File: config.mk
export PLATFORM = sky130hd
export DESIGN_NAME = pc_gen
export DESIGN_NICKNAME = d
export VERILOG_FILES = /design/src/rtl/pc_gen.sv
export SDC_FILE = /design/constraint.sdc
export NUM_CORES = 1
export LEC_CHECK = 0
export ABC_AREA = 1
export ABC_CLOCK_PERIOD_IN_PS = 2110
export CAP_MARGIN = 30
export CORE_MARGIN = 4
export CORE_UTILIZATION = 45
export DETAILED_ROUTE_END_ITERATION = 8
export GPL_ROUTABILITY_DRIVEN = 0
export GPL_TIMING_DRIVEN = 0
export PLACE_DENSITY = 0.91
export SLEW_MARGIN = 20
export SYNTH_ARGS = -nofsm -noshare
export SYNTH_HDL_FRONTEND = slang
export SYNTH_SLANG_ARGS = --single-unit
File: constraint.sdc
create_clock -name clk -period 2.11 [get_ports clk]
set_input_delay 0.3165 -clock clk [delete_from_list [all_inputs] [get_ports clk]]
set_output_delay 0.3165 -clock clk [all_outputs]
set_load 0.05 [all_outputs]
File: src/rtl/pc_gen.sv
// pc_gen: fetch PC generator with trap/eret/branch/jump redirect and EPC; redirect history under PC_HIST_EN.
// Latency: one cycle from any input to pc_o/epc_o/misalign_o; hist_pc_o is a combinational read of history.
// Backpressure: pc_o holds while fetch_ready_i=0 or stall_i=1; redirects override both and are never held off.
module pc_gen #(
    parameter int unsigned       XLEN         = 32,
    parameter logic [XLEN-1:0]   RESET_VECTOR = 32'h0,
    parameter logic [XLEN-1:0]   TRAP_VECTOR  = 32'h80,
    parameter int unsigned       HIST_DEPTH   = 8,
    localparam int unsigned      HIST_W       = $clog2(HIST_DEPTH)
) (
    input  logic              clk,
    input  logic              rst,
    input  logic              stall_i,
    input  logic              br_taken_i,
    input  logic [XLEN-1:0]   br_target_i,
    input  logic              jmp_i,
    input  logic [XLEN-1:0]   jmp_target_i,
    input  logic              trap_i,
    input  logic              eret_i,
    input  logic              fetch_ready_i,
    output logic              fetch_valid_o,
    output logic [XLEN-1:0]   pc_o,
    output logic [XLEN-1:0]   epc_o,
    output logic              misalign_o,
    input  logic [HIST_W-1:0] hist_idx_i,
    output logic [XLEN-1:0]   hist_pc_o
);

    typedef enum logic {
        ST_BOOT = 1'b0,
        ST_RUN  = 1'b1
    } state_t;

    state_t            state_q;
    state_t            state_d;
    logic              run;

    logic [XLEN-1:0]   pc_q;
    logic [XLEN-1:0]   pc_d;
    logic [XLEN-1:0]   epc_q;
    logic [XLEN-1:0]   epc_d;
    logic              misalign_q;
    logic              misalign_d;
    logic [XLEN-1:0]   tgt;
    logic              redir;
    logic              advance;

    // ---------------- FSM: state register ----------------
    always_ff @(posedge clk) begin
        if (rst) begin
            state_q <= ST_BOOT;
        end else begin
            state_q <= state_d;
        end
    end

    // ---------------- FSM: next state ----------------
    always_comb begin
        state_d = state_q;
        case (state_q)
            ST_BOOT: state_d = ST_RUN;
            ST_RUN:  state_d = ST_RUN;
            default: state_d = ST_BOOT;
        endcase
    end

    // ---------------- FSM: outputs ----------------
    always_comb begin
        run           = (state_q == ST_RUN);
        fetch_valid_o = run;
    end

    assign advance = fetch_valid_o & fetch_ready_i & ~stall_i;

    // Shared target mux for the non-trap redirects, in priority order eret > branch > jump.
    always_comb begin
        tgt = jmp_target_i;
        if (br_taken_i) begin
            tgt = br_target_i;
        end
        if (eret_i) begin
            tgt = epc_q;
        end
    end

    always_comb begin
        pc_d       = pc_q;
        epc_d      = epc_q;
        misalign_d = 1'b0;
        redir      = 1'b0;
        if (run) begin
            if (trap_i) begin
                redir = 1'b1;
                pc_d  = TRAP_VECTOR;
                epc_d = pc_q;
            end else if (eret_i || br_taken_i || jmp_i) begin
                redir = 1'b1;
                // A misaligned target is turned into a trap that records the bad target.
                if (tgt[1:0] != 2'b00) begin
                    pc_d       = TRAP_VECTOR;
                    epc_d      = tgt;
                    misalign_d = 1'b1;
                end else begin
                    pc_d = tgt;
                end
            end else if (advance) begin
                pc_d = pc_q + XLEN'(4);
            end
        end
    end

    always_ff @(posedge clk) begin
        if (rst) begin
            pc_q       <= RESET_VECTOR;
            epc_q      <= '0;
            misalign_q <= 1'b0;
        end else begin
            pc_q       <= pc_d;
            epc_q      <= epc_d;
            misalign_q <= misalign_d;
        end
    end

    assign pc_o       = pc_q;
    assign epc_o      = epc_q;
    assign misalign_o = misalign_q;

`ifdef PC_HIST_EN
    logic [XLEN-1:0]   hist_q [HIST_DEPTH];
    logic [XLEN-1:0]   hist_d [HIST_DEPTH];
    logic [HIST_W-1:0] wptr_q;
    logic [HIST_W-1:0] wptr_d;
    logic [HIST_W-1:0] rd_idx;

    always_comb begin
        hist_d = hist_q;
        wptr_d = wptr_q;
        if (redir) begin
            hist_d[wptr_q] = pc_q;
            wptr_d         = wptr_q + HIST_W'(1);
        end
    end

    always_ff @(posedge clk) begin
        if (rst) begin
            hist_q <= '{default: '0};
            wptr_q <= '0;
        end else begin
            hist_q <= hist_d;
            wptr_q <= wptr_d;
        end
    end

    // Index 0 is the most recent write; modulo wrap comes from the power-of-2 depth.
    assign rd_idx    = wptr_q - HIST_W'(1) - hist_idx_i;
    assign hist_pc_o = hist_q[rd_idx];
`else
    logic unused_hist;
    assign unused_hist = redir ^ (^hist_idx_i);
    assign hist_pc_o   = '0;
`endif

endmodule

==> run_summary.xml <==
<?xml version="1.0" encoding="UTF-8"?>
<metrics>
  <group name="placed_design">
    <metric name="place.detailed.hpwl" unit="µm">13400</metric>
    <metric name="dp_cells" unit="">1147</metric>
    <metric name="place.port_buffers" unit="">134</metric>
    <metric name="placed_area" unit="µm²">6410</metric>
  </group>
  <group name="sta">
    <metric name="setup_viol_count_final" unit="">0</metric>
    <metric name="tightestPinTransition" unit="ns">0.564</metric>
    <metric name="hold_viol" unit="">0</metric>
    <metric name="post-route-period-util" unit="">0.977</metric>
    <metric name="fin_setup_tns" unit="ns">0</metric>
    <metric name="clock-skew-final" unit="ns">0.0102</metric>
    <metric name="max_slew_margin" unit="">0.623</metric>
    <metric name="timing.fmax" unit="MHz">485</metric>
    <metric name="grt_setup_unrepaired" unit="">yes</metric>
    <metric name="drv_slew" unit="">0</metric>
    <metric name="hold_ws" unit="ns">0.424</metric>
    <metric name="timing.final.crit_period" unit="ns">2.06</metric>
  </group>
  <group name="run">
    <metric name="maxCapViolations" unit="">0</metric>
  </group>
  <group name="synthesis">
    <metric name="syn-instance-count" unit="">846</metric>
    <metric name="synth_area_per_cell" unit="µm²">5.66</metric>
    <metric name="yosysMostFrequentCell" unit="">nand2_1</metric>
    <metric name="synth_flop_cell" unit="">dfxtp_1</metric>
    <metric name="synthesis.yosys.warnings" unit="">0</metric>
    <metric name="yosys-top-cells-count" unit="">nand2_1, nor2_1, o21ai_0</metric>
    <metric name="synth_edf_count" unit="">0</metric>
    <metric name="synthDominantAreaCellType" unit="">dfxtp_1</metric>
    <metric name="synth.top_cell.area_share" unit="">0.276</metric>
    <metric name="synthesized_area" unit="µm²">4790</metric>
    <metric name="seq_area_frac_synth" unit="">0.276</metric>
    <metric name="synth-simple-area-share" unit="">0.428</metric>
    <metric name="synthAdderAreaFrac" unit="">0.00261</metric>
    <metric name="synth-seq-cells" unit="">66</metric>
    <metric name="async_set_or_reset_register_ratio_after_synthesis" unit="">0</metric>
    <metric name="synth.area.mux_share" unit="">0</metric>
    <metric name="share_of_the_synthesized_netlist_area_taken_by_xor_and_xnor_gates" unit="">0.00549</metric>
    <metric name="ys_types" unit="">27</metric>
    <metric name="synth_compound_area_frac" unit="">0.157</metric>
    <metric name="synth_top_family_by_area" unit="">simple AND/OR/NAND/NOR gates</metric>
    <metric name="ys_top_cells_by_area" unit="">dfxtp_1, nand2_1, o21ai_0</metric>
  </group>
  <group name="clock_network">
    <metric name="hold_fix_buffers_cts" unit="">0</metric>
    <metric name="h-tree-depth" unit="">3</metric>
    <metric name="cts-resized-gates" unit="">0</metric>
    <metric name="clock_path_buffers" unit="">2</metric>
    <metric name="ctsRootBufferMaster" unit="">clkbuf_8</metric>
    <metric name="cts_post_setup_buffers_inserted" unit="">0</metric>
    <metric name="clock_latency_of_the_later_clocked_register_in_the_worst_skew_pair" unit="ns">0.35</metric>
    <metric name="clkSlewWorstSetupHoldPaths" unit="ns">0.07</metric>
    <metric name="tritoncts_clock_tree" unit="">built</metric>
    <metric name="cts-buffers-inserted" unit="">9</metric>
    <metric name="cts.sink_count" unit="">66</metric>
  </group>
  <group name="global_routing">
    <metric name="grt_first_pass_wirelength" unit="µm">27000</metric>
    <metric name="grt_pass1_vias" unit="">5464</metric>
    <metric name="globalRoute.totalOverflow" unit="">0</metric>
    <metric name="pin_count_of_the_biggest_net_entering_global_routing" unit="">11</metric>
    <metric name="global_route.usage.total" unit="">0.265</metric>
    <metric name="number_of_antenna_violations_at_the_first_check_in_global_routing" unit="">0</metric>
  </group>
  <group name="min_path">
    <metric name="hp-class" unit="">primary input to register</metric>
    <metric name="min_delay_src" unit="">trap_i</metric>
  </group>
  <group name="drt">
    <metric name="route.final.wire_length" unit="µm">16800</metric>
    <metric name="drt_first_pass_iters" unit="">7</metric>
    <metric name="remaining_drcs" unit="">0</metric>
    <metric name="detailedRoute.firstIterationViolations" unit="">713</metric>
    <metric name="routed-via-count" unit="">5973</metric>
    <metric name="drtAntennaViolNets" unit="">0</metric>
    <metric name="routed_via_density" unit="">5.14</metric>
    <metric name="drt-wirelength-per-cell" unit="µm">14.5</metric>
  </group>
  <group name="pwr">
    <metric name="total_leakage_power" unit="nW">2.62</metric>
    <metric name="design_power_total" unit="mW">3.74</metric>
    <metric name="powerDensity" unit="nW/µm²">566</metric>
    <metric name="vdd_ir_drop_max" unit="µV">343</metric>
  </group>
  <group name="critical_path">
    <metric name="worstSetupEndpointType" unit="">primary output</metric>
    <metric name="setup_crit_start_kind" unit="">register</metric>
    <metric name="critical_path_class" unit="">register to primary output</metric>
    <metric name="crit_path_max_fanout" unit="">7</metric>
    <metric name="arrival" unit="ns">1.74</metric>
    <metric name="cp-startpoint" unit="">pc_o[13]</metric>
    <metric name="timing.critical_path.required" unit="ns">1.79</metric>
    <metric name="cp_top_family" unit="">buffers and inverters</metric>
    <metric name="worst_path_max_delay_cell" unit="">clkdlybuf4s50_1</metric>
    <metric name="critical_path.reg2reg.startpoint" unit="">pc_o[3]</metric>
    <metric name="r2r_slack" unit="ns">0.16</metric>
    <metric name="critical_path.cell_chain" unit="">clkdlybuf4s50_1</metric>
    <metric name="sum_of_buffers_and_inverters_on_the_critical_path" unit="">1</metric>
    <metric name="critPathMaxStageDelay" unit="ns">0.88</metric>
  </group>
  <group name="layout">
    <metric name="antenna_cells_inserted" unit="">0</metric>
    <metric name="area_growth" unit="%">37.9</metric>
    <metric name="layout.nets" unit="">1098</metric>
    <metric name="fraction_of_layout_instances_using_a_drive_strength_above_1" unit="">0.0799</metric>
    <metric name="post_layout_nonfiller_instances" unit="">1162</metric>
    <metric name="fillerInstances" unit="">972</metric>
    <metric name="finalInstanceArea" unit="µm²">6600</metric>
  </group>
  <group name="floorplanning">
    <metric name="boundaryPins" unit="">173</metric>
    <metric name="die_h" unit="µm">111</metric>
    <metric name="dieArea" unit="µm²">12300</metric>
    <metric name="chip_width" unit="µm">111</metric>
    <metric name="floorplan.initialDensity" unit="">0.464</metric>
    <metric name="core_area" unit="µm²">10300</metric>
    <metric name="row_count" unit="">37</metric>
  </group>
  <group name="outcome">
    <metric name="run_status" unit="">completed</metric>
  </group>
</metrics>
## worst register-to-register path: stages (launching register included)
cell     delay (ns)
dfxtp_1        0.44
ha_1           0.22
nand2_1        0.09
nor2_2         0.20
nand2_1        0.20
nor2_2         0.29
nand2_1        0.11
nand2_1        0.08
nand3_1        0.07
nand2_1        0.07
a21oi_1        0.05
## cells in the final DEF (no fill, tap or decap), drive strengths merged
cell	count
xor2	2
conb	32
dfxtp	66
nand3	84
and2	1
clkbuf	33
nand2	302
bufinv	1
nand3b	1
xnor2	1
clkdlybuf4s50	134
a21oi	50
inv	42
or2	3
o21ai	98
nor2	115
clkinv	2
ha	1
buf	58
## sequential cells by signal, indices dropped and copies added (netlist names)
signal / cells
fetch_valid_o: 1
misalign_o: 1
epc_o: 32
pc_o: 32
## final timing paths
kind	end	depth (start not counted)
max reg2reg	pc_o[26]	10
min	misalign_o	4
min reg2reg	pc_o[1]	2
max	pc_o[13]	1
## layout make-up
class,count,area [µm²],area share
plain buffers,79,462,0.0700
clock buffers,12,145,0.0220
clock inverters,3,40.0,0.00607
inverters,42,158,0.0239
multi-input cells,690,2960,0.449
flip-flops and latches,66,1320,0.200
well taps,136,170,0.0258
repair buffers,134,1340,0.203
## per-layer routing
metal  part of all wire  vias to the layer above  track usage  wire length, µm
li1                   -                     2992            -                -
met1               0.42                     2580        0.352             7070
met2               0.45                      359        0.431             7630
met3              0.099                       42       0.0491             1660
met4              0.026                        0       0.0916              440
met5                  0                        -            0                0
## kinds of logic after synthesis
family,count (synthesis)
and+or+nand+nor,506
buffers and inverters,121
other,1
DFF,66
AOI/OAI and AO/OA,148
adders and majority gates,1
xor gates and xnor gates,3
## metrics by stage
stage	util	setup slack [ns]
after floorplan	-	0.148
after global placement	0.621	0.0217
after detailed placement	0.621	0.0293
after CTS	0.639	0.0799
after global routing	0.639	-0.0446
final	0.639	0.0495
## report_power, final
group          total [mW]  switching, mW  leakage, nW  internal (mW)
clock network        1.05          0.483       0.0962          0.569
registers            1.40         0.0786        0.540           1.32
logic                1.29          0.840         1.98          0.447
total                3.74           1.40         2.62           2.34
(Power assumes the default switching activity.)
